==> src/rtl/button_debounce_pkg.sv <==
// Shared constants for the input-conditioning blocks: debounce FSM state
// encoding and the default stability window (10 ms at 100 MHz).
package button_debounce_pkg;

    localparam logic [1:0] IDLE_LOW  = 2'b00;
    localparam logic [1:0] WAIT_HIGH = 2'b01;
    localparam logic [1:0] IDLE_HIGH = 2'b11;
    localparam logic [1:0] WAIT_LOW  = 2'b10;

    typedef enum logic [1:0] {
        ST_IDLE_LOW  = IDLE_LOW,
        ST_WAIT_HIGH = WAIT_HIGH,
        ST_IDLE_HIGH = IDLE_HIGH,
        ST_WAIT_LOW  = WAIT_LOW
    } state_e;

    localparam int DEFAULT_STABLE_CYCLES = 1000000;

endpackage

==> src/rtl/button_debounce_sync.sv <==
// sync_2ff: two-flop synchronizer for a single asynchronous level.
// Ports: clk, reset_n (async active-low), d (async in), q (synchronized out).
module sync_2ff (
    input  logic clk,
    input  logic reset_n,
    input  logic d,
    output logic q
);

    logic meta_q;
    logic sync_q;

    always_ff @(posedge clk or negedge reset_n) begin
        if (!reset_n) begin
            meta_q <= 1'b0;
            sync_q <= 1'b0;
        end else begin
            meta_q <= d;
            sync_q <= meta_q;
        end
    end

    assign q = sync_q;

endmodule

==> src/rtl/button_debounce.sv <==
// button_debounce: filters contact bounce on a raw button/switch level.
// Ports: clk, reset_n (async active-low), D_in (raw level), D_out
// (debounced, registered), busy (candidate change being qualified).
// Macro DEBOUNCE_SYNC_EN: when defined, D_in passes a 2-flop synchronizer.
module button_debounce
    import button_debounce_pkg::*;
#(
    parameter int STABLE_CYCLES = DEFAULT_STABLE_CYCLES,
    parameter int CNT_W         = 20
) (
    input  logic clk,
    input  logic reset_n,
    input  logic D_in,
    output logic D_out,
    output logic busy
);

    localparam logic [CNT_W-1:0] CNT_MAX = CNT_W'(STABLE_CYCLES - 1);
    localparam logic [CNT_W-1:0] CNT_ONE = CNT_W'(1);

    logic samp;

`ifdef DEBOUNCE_SYNC_EN
    sync_2ff u_sync (
        .clk     (clk),
        .reset_n (reset_n),
        .d       (D_in),
        .q       (samp)
    );
`else
    assign samp = D_in;
`endif

    state_e           state_q, state_d;
    logic [CNT_W-1:0] cnt_q, cnt_d;
    logic             d_out_q, d_out_d;
    logic             busy_q, busy_d;

    always_comb begin
        state_d = state_q;
        cnt_d   = cnt_q;
        d_out_d = d_out_q;
        unique case (state_q)
            ST_IDLE_LOW: begin
                if (samp) begin
                    state_d = ST_WAIT_HIGH;
                    cnt_d   = CNT_ONE;
                end else begin
                    cnt_d = '0;
                end
            end
            ST_WAIT_HIGH: begin
                // Any low sample drops the candidate; no partial credit.
                if (!samp) begin
                    state_d = ST_IDLE_LOW;
                    cnt_d   = '0;
                end else if (cnt_q == CNT_MAX) begin
                    state_d = ST_IDLE_HIGH;
                    d_out_d = 1'b1;
                    cnt_d   = '0;
                end else begin
                    cnt_d = cnt_q + CNT_ONE;
                end
            end
            ST_IDLE_HIGH: begin
                if (!samp) begin
                    state_d = ST_WAIT_LOW;
                    cnt_d   = CNT_ONE;
                end else begin
                    cnt_d = '0;
                end
            end
            ST_WAIT_LOW: begin
                if (samp) begin
                    state_d = ST_IDLE_HIGH;
                    cnt_d   = '0;
                end else if (cnt_q == CNT_MAX) begin
                    state_d = ST_IDLE_LOW;
                    d_out_d = 1'b0;
                    cnt_d   = '0;
                end else begin
                    cnt_d = cnt_q + CNT_ONE;
                end
            end
            default: begin
                state_d = ST_IDLE_LOW;
                cnt_d   = '0;
                d_out_d = 1'b0;
            end
        endcase
        // busy tracks the state being entered so it aligns with it.
        busy_d = (state_d == ST_WAIT_HIGH) || (state_d == ST_WAIT_LOW);
    end

    always_ff @(posedge clk or negedge reset_n) begin
        if (!reset_n) begin
            state_q <= ST_IDLE_LOW;
            cnt_q   <= '0;
            d_out_q <= 1'b0;
            busy_q  <= 1'b0;
        end else begin
            state_q <= state_d;
            cnt_q   <= cnt_d;
            d_out_q <= d_out_d;
            busy_q  <= busy_d;
        end
    end

    assign D_out = d_out_q;
    assign busy  = busy_q;

endmodule
==> config.mk <==
export PLATFORM = sky130hd
export DESIGN_NAME = button_debounce
export DESIGN_NICKNAME = d
export VERILOG_FILES = /design/src/rtl/button_debounce_pkg.sv /design/src/rtl/button_debounce_sync.sv /design/src/rtl/button_debounce.sv
export SDC_FILE = /design/constraint.sdc
export NUM_CORES = 1
export LEC_CHECK = 0
export CAP_MARGIN = 30
export CORE_MARGIN = 5
export CORE_UTILIZATION = 67
export CTS_BUF_LIST = sky130_fd_sc_hd__clkbuf_4
export DETAILED_ROUTE_END_ITERATION = 12
export PLACE_DENSITY = 0.86
export SYNTH_ARGS = -nofsm -noshare
export SYNTH_HDL_FRONTEND = slang
export SYNTH_SLANG_ARGS = --single-unit
==> constraint.sdc <==
create_clock -name clk -period 2.8 [get_ports clk]
set_clock_uncertainty 0.05 [all_clocks]
set_input_delay 0.56 -clock clk [delete_from_list [all_inputs] [get_ports clk]]
set_output_delay 0.56 -clock clk [all_outputs]
set_load 0.02 [all_outputs]
==> summary.md, run 1 <==
| Metric | Value |
|---|---|
| Status | `completed` |
| Clock latency at the later pin of the worst-skew pair | `0.32 ns` |
| Clock Tree Root | `clkbuf_4` |
| Buf/Inv on CP | `0` |
| Post-DP HPWL | `1.77 mm` |
| Async set-reset flop share out of synthesis | `100%` |
| H-tree depth | `1` |
| Detailed Route WL | `2.42 mm` |
| Critical Path RT | `2.94 ns` |
| Critical path's slowest cell | `o22ai_4` |
| Post-CTS Setup Bufs | `0` |
| Max cap viols | `0` |
| Yosys top cell by area | `dfrtp_1` |
| Pre-CTS WS | `0.602 ns` |
| Avg WL per Cell | `15.0 um` |
| Synthesis-stage register bit count | `24` |
| Vias in the first global route | `946` |
| Synth area leaders | `dfrtp_1 46%, xor2_1 5.4%, nor2_1 4.6%, nand3_1 4.2%, a21oi_1 2.7%` |
| Die width | `54.1 um` |
| Die Height | `54.1 um` |
| Clock slew at reported path FFs | `0.12 ns` |
| CTS Buf Count | `3` |
| Global-route wire length before repair | `4.29 mm` |
| Initial Util | `68.4%` |
| Final critical-path setup slack | `0.664 ns` |
| CP startpoint kind | `register` |
| Post-synthesis instance area | `0.00130 mm^2` |
| Ports | `5` |
| Final Cell Area | `0.00137 mm^2` |
| Vias | `1029` |
| Worst-path cell chain | `ha_1 -> and2_1 -> nand4_1 -> o22ai_4 -> nor2_1` |
| Post-route ant nets | `0` |
| Initial antenna violation count | `0` |
| Iter 0 DRT Violations | `42` |
| Largest net degree at the start of global routing | `25` |
| # hold bufs at CTS | `0` |
| Area of the core | `0.00190 mm^2` |
| Top_reg_cell synth | `dfrtp_1` |
| Final setup fails | `0` |
| CP endpoint kind | `register` |
| Overall Global Routing Usage | `20.2%` |
| Maximum vdd ir drop | `313 uV` |
| Average cell area after synthesis | `9.77 um^2` |
| Resized Gates After CTS | `0` |
| Site row count | `16` |
| Seq/Total Area, Yosys | `46.2%` |
| Static Leak | `0.524 nW` |
| Crit path kind | `reg2reg` |
| Die Area | `0.00292 mm^2` |
| Hold slack final | `0.515 ns` |
| # clock sinks | `24` |
| Final Hold Viols | `0` |
| Family with the most delay on the worst path | `simple AND/OR/NAND/NOR gates` |
| Synth cell count leaders | `24 x dfrtp_1, 16 x nor2_1, 11 x nand3_1` |
| Clock period minus worst slack | `2.14 ns` |
| Critical-path maximum fanout | `19` |
| Most frequent cell after synthesis | `dfrtp_1` |
| Final period util | `76.3%` |
| Pre-antenna DRT Iters | `4` |
| Library cells used by synthesis | `39` |
| I/O Buffers | `4` |
| YS warnings | `0` |
| Total congestion overflow | `0` |
| Post-synth top area share | `46.2%` |
| Max incr delay on CP | `0.52 ns` |
| RSZ-0062 raised after global routing | `false` |
| Clock Path Buffers | `2` |
| Vias/cell | `6.35` |
| GP Congestion | `0.815` |
| Drc violations | `0` |
| HP Class | `reg2reg` |
| Slew headroom | `63.5%` |
| Area delta synth->final | `5.00%` |
| Post-DP Area | `0.00134 mm^2` |
| Post-synth EDFFs | `0` |
| Final Max Slew Viols | `0` |
| Fin nets | `141` |
| Worst Tran Pin Value | `0.548 ns` |
| Total Negative Setup Slacks | `0 ns` |
| Synth Instances | `133` |
| Fmax | `468 MHz` |
| Pwr per Cell Area | `392 mW/mm^2` |
| ANT cells | `0` |
| CTS tree | `done` |
| Crit path DAT | `2.28 ns` |
| Post-Syn Nets | `137` |
| Share of layout cells above drive strength 1 | `8.15%` |
==> kinds of logic (layout without fill, tap and decap cells) <==
group / Yosys count / in the layout / synth area share (%)
XOR/XNOR: 12 / 12 / 8.08
flip-flops: 24 / 24 / 46.2
AND/OR/NAND/NOR: 67 / 67 / 29.7
AO/OA/AOI/OAI: 22 / 22 / 11.7
buffers and inverters: 7 / 9 / 3.27
adder cells (fa/ha/maj): 1 / 1 / 0.962
==> worst register-to-register path, cell delays in order, from the launching register on <==
cell	delay, ns
dfrtp_1	0.49
ha_1	0.26
and2_1	0.24
nand4_1	0.32
o22ai_4	0.52
nor2_1	0.13
==> final timing paths <==
check | depth (start not counted) | slack, ns | start | endpoint
hold / removal | 2 | 0.51 | cnt_q[18] | cnt_q[18]
setup reg to reg | 5 | 0.66 | cnt_q[0] | cnt_q[11]
setup / recovery | 5 | 0.66 | cnt_q[0] | cnt_q[11]
min in group asynchronous | 2 | 0.53 | reset_n | cnt_q[4]
hold reg to reg | 2 | 0.51 | cnt_q[18] | cnt_q[18]
max in group asynchronous | 2 | 1.95 | reset_n | cnt_q[6]
==> report_power, final <==
part	total [W]	internal (W)	leakage [nW]	switching [W]
Clock	0.000152	0.0000505	0.0138	0.000101
Combinational	0.0000281	0.00000955	0.182	0.0000186
Sequential	0.000355	0.000350	0.328	0.00000484
Total	0.000535	0.000410	0.524	0.000125
==> stage by stage <==
stage	power, W	util, %	instances
after CTS	0.000538	71.8	162
final	0.000535	71.8	162
after global routing	0.000554	71.8	162
after global placement	0.000389	70.6	159
after detailed placement	0.000390	70.6	159
after floorplan	0.000376	-	133
==> cell usage in the layout, fill, tap and decap left out <==
master / Yosys / layout
nor3_1: 2 / 2
o22ai_4: 1 / 1
xnor2_1: 4 / 4
o211ai_1: 1 / 1
dfrtp_1: 24 / 24
nor4_1: 3 / 3
nand3b_1: 1 / 1
o41ai_1: 1 / 1
and2_1: 2 / 2
or3_1: 2 / 2
nor2_1: 16 / 16
o2bb2ai_1: 1 / 1
buf_4: 0 / 1
or4_1: 3 / 3
xor2_1: 8 / 8
nand3_1: 11 / 11
or2_2: 1 / 1
inv_1: 1 / 1
nand2_1: 9 / 9
a31oi_1: 2 / 2
or4b_1: 1 / 1
nand4_1: 4 / 4
and3_1: 2 / 2
and4_4: 1 / 1
nand2b_1: 1 / 1
a2bb2oi_1: 1 / 1
nor3b_1: 3 / 3
o21ai_0: 3 / 3
ha_1: 1 / 1
and3_2: 1 / 1
nand4_4: 1 / 1
nand2_2: 1 / 1
clkbuf_4: 0 / 3
a21oi_1: 7 / 7
clkdlybuf4s50_1: 0 / 4
nor4b_2: 1 / 1
nor4bb_1: 1 / 1
o22ai_1: 1 / 1
o31ai_1: 4 / 4
==> flip-flops by register name, summed over array words and instances, names as in the netlist <==
signal,count
state_q,2
cnt_q,20
D_out,1
busy,1
==> area by class of cell <==
class / count / area [um^2]
multi-input combinational: 102 / 657
sequential: 24 / 601
fill: 141 / 537
timing repair buffer: 5 / 47.5
tap: 27 / 33.8
clock buffer: 3 / 22.5
inverter: 1 / 3.75
==> per-layer routing <==
layer / GRT usage, % / routed length, um
met1: 29.5 / 1150
met3: 3.60 / 122
met5: 0 / 0
met4: 7.05 / 27
met2: 30.0 / 1120
(Power assumes the default switching activity.)
==> run 2: changes to the inputs <==
- CORE_UTILIZATION: 67 -> 56
- PLACE_DENSITY: 0.86 -> 0.77
- clock period: 2.8 -> 1.77 ns (I/O delays scaled with it)
==> summary.md, run 2 (same netlist as run 1, synthesis figures left out) <==
| Metric | Value |
|---|---|
| Crit path kind | `reg2reg (unchanged)` |
| CP endpoint kind | `register (unchanged)` |
| Area of the core | `0.00221 mm^2 (was 0.00190 mm^2)` |
| Vias | `1088 (was 1029)` |
| Fmax | `587 MHz (was 468 MHz)` |
| Vias/cell | `6.04 (was 6.35)` |
| Fin nets | `157 (was 141)` |
| H-tree depth | `1 (unchanged)` |
| Max cap viols | `0 (unchanged)` |
| CTS Buf Count | `3 (unchanged)` |
| Final Max Slew Viols | `0 (unchanged)` |
| Pre-antenna DRT Iters | `4 (unchanged)` |
| Final Hold Viols | `0 (unchanged)` |
| Slew headroom | `73.8% (was 63.5%)` |
| HP Class | `in2async (was reg2reg)` |
| Final Non-Filler Cells | `180 (was 162)` |
| Largest net degree at the start of global routing | `25 (unchanged)` |
| Ports | `5 (unchanged)` |
| I/O Buffers | `4 (unchanged)` |
| GP Congestion | `0.814 (was 0.815)` |
| # clock sinks | `24 (unchanged)` |
| Top Registers | `cnt_q x20, state_q x2 (unchanged)` |
| Post-DP HPWL | `2.03 mm (was 1.77 mm)` |
| Clock slew at reported path FFs | `0.13 ns (was 0.12 ns)` |
| Overall Global Routing Usage | `17.7% (was 20.2%)` |
| Initial Util | `58.8% (was 68.4%)` |
| Detailed Route WL | `2.74 mm (was 2.42 mm)` |
| Critical path's slowest cell | `or4b_4 (was o22ai_4)` |
| Static Leak | `0.627 nW (was 0.524 nW)` |
| # hold bufs at CTS | `0 (unchanged)` |
| ANT cells | `0 (unchanged)` |
| Critical Path RT | `1.97 ns (was 2.94 ns)` |
| Die width | `58.2 um (was 54.1 um)` |
| Initial antenna violation count | `0 (unchanged)` |
| Post-DP Area | `0.00146 mm^2 (was 0.00134 mm^2)` |
| Status | `completed (unchanged)` |
| Worst Tran Pin Value | `0.389 ns (was 0.548 ns)` |
| Area delta synth->final | `16.7% (was 5.00%)` |
| Max incr delay on CP | `0.51 ns (was 0.52 ns)` |
| RSZ-0062 raised after global routing | `true (was false)` |
| Register with the most flip-flops | `cnt_q (unchanged)` |
| Leading cell type in the layout, fill and taps excluded | `dfrtp_1 (unchanged)` |
| Critical-path maximum fanout | `8 (was 19)` |
| Maximum vdd ir drop | `375 uV (was 313 uV)` |
| Final Cell Area | `0.00152 mm^2 (was 0.00137 mm^2)` |
| Crit path DAT | `1.91 ns (was 2.28 ns)` |
| Final period util | `96.3% (was 76.3%)` |
| CTS tree | `done (unchanged)` |
| Final setup fails | `0 (unchanged)` |
| Fin util | `68.6% (was 71.8%)` |
| Die Area | `0.00338 mm^2 (was 0.00292 mm^2)` |
| Die Height | `58.2 um (was 54.1 um)` |
| Clock period minus worst slack | `1.70 ns (was 2.14 ns)` |
| Reg2reg setup slack | `0.07 ns (was 0.66 ns)` |
| Clock latency at the later pin of the worst-skew pair | `0.31 ns (was 0.32 ns)` |
| Clock Path Buffers | `2 (unchanged)` |
| Clock Tree Root | `clkbuf_4 (unchanged)` |
| Max reg flops | `20 (unchanged)` |
| Site row count | `17 (was 16)` |
| Global-route wire length before repair | `4.66 mm (was 4.29 mm)` |
| Hold slack final | `0.325 ns (was 0.515 ns)` |
| Post-route ant nets | `0 (unchanged)` |
| Post-Place Cells | `175 (was 159)` |
| Avg WL per Cell | `15.2 um (was 15.0 um)` |
| Total congestion overflow | `0 (unchanged)` |
| Share of layout cells above drive strength 1 | `21.7% (was 8.15%)` |
| Vias in the first global route | `1054 (was 946)` |
| CP startpoint kind | `register (unchanged)` |
| Commonest cells after routing, fill and taps aside | `23 x dfrtp_1, 17 x buf_4, 16 x nor2_1 (was 24 x dfrtp_1, 16 x nor2_1, 11 x nand3_1)` |
| Worst-path cell chain | `buf_4 -> and4_4 -> nand4_4 -> or4b_4 -> a21oi_2 (was ha_1 -> and2_1 -> nand4_1 -> o22ai_4 -> nor2_1)` |
| Drc violations | `0 (unchanged)` |
| Pwr per Cell Area | `569 mW/mm^2 (was 392 mW/mm^2)` |
| Iter 0 DRT Violations | `38 (was 42)` |
## run 2: layout make-up
cell class | count | area [um^2]
Timing Repair Buffer | 21 | 170
Multi-Input combinational cell | 102 | 679
Clock buffer | 3 | 22.5
Clock inverter | 1 | 3.75
Fill cell | 173 | 696
Tap cell | 28 | 35.0
Inverter | 1 | 3.75
Sequential cell | 24 | 602
## run 2: path summary, 6_finish.rpt
| check | from | to | depth (start not counted) |
|---|---|---|---|
| min | reset_n | cnt_q[18] | 2 |
| min reg2reg | D_out | D_out | 2 |
| min in group clk | D_in | state_q[0] | 1 |
| max reg2reg | cnt_q[10] | cnt_q[17] | 5 |
| max | cnt_q[10] | cnt_q[17] | 5 |
| max in group asynchronous | reset_n | cnt_q[16] | 2 |
## run 2: repair_timing
| action | 4_1_cts | 5_1_grt |
|---|---|---|
| endpoints found under the setup margin | 0 | 23 |
| hold endpoints to repair | 0 | 0 |
| setup buffers | 0 | 1 |
| resized for setup | 0 | 7 |
## run 2: power breakdown
group / internal (W) / switching (W)
sequential: 0.000554 / 0.00000401
combinational: 0.0000237 / 0.0000360
clock: 0.0000824 / 0.000163
## run 2: critical path: cells and delay by family, from the launching register on
| family | cells | cell delay (ns) |
|---|---|---|
| AND/OR/NAND/NOR | 3 | 0.91 |
| flip-flops | 1 | 0.40 |
| buffers and inverters | 1 | 0.14 |
| AO/OA/AOI/OAI | 1 | 0.14 |
## run 2: routing by layer
layer / up-vias / track usage (%) / wire length, um
met1: 533 / 22.9 / 1230
met2: 26 / 30.6 / 1360
li1: 524 / - / -
met5: - / 0 / 0
met3: 5 / 2.90 / 109
met4: 0 / 4.30 / 31
## run 2: stage by stage
| stage | setup TNS [ns] | setup slack (ns) | power [W] |
|---|---|---|---|
| floorplan | 0 | 0.0532 | 0.000595 |
| finish | 0 | 0.0654 | 0.000863 |
| CTS | 0 | 0.0163 | 0.000867 |
| detailed placement | -0.0571 | -0.0386 | 0.000628 |
| global placement | 0 | 0.0457 | 0.000626 |
| global route | -0.00523 | -0.00523 | 0.000900 |
==> run 3: changes to the inputs <==
- SLEW_MARGIN: default -> 5
==> results of run 3 <==
The final DEF is identical to that of run 2; final timing and power are the same.
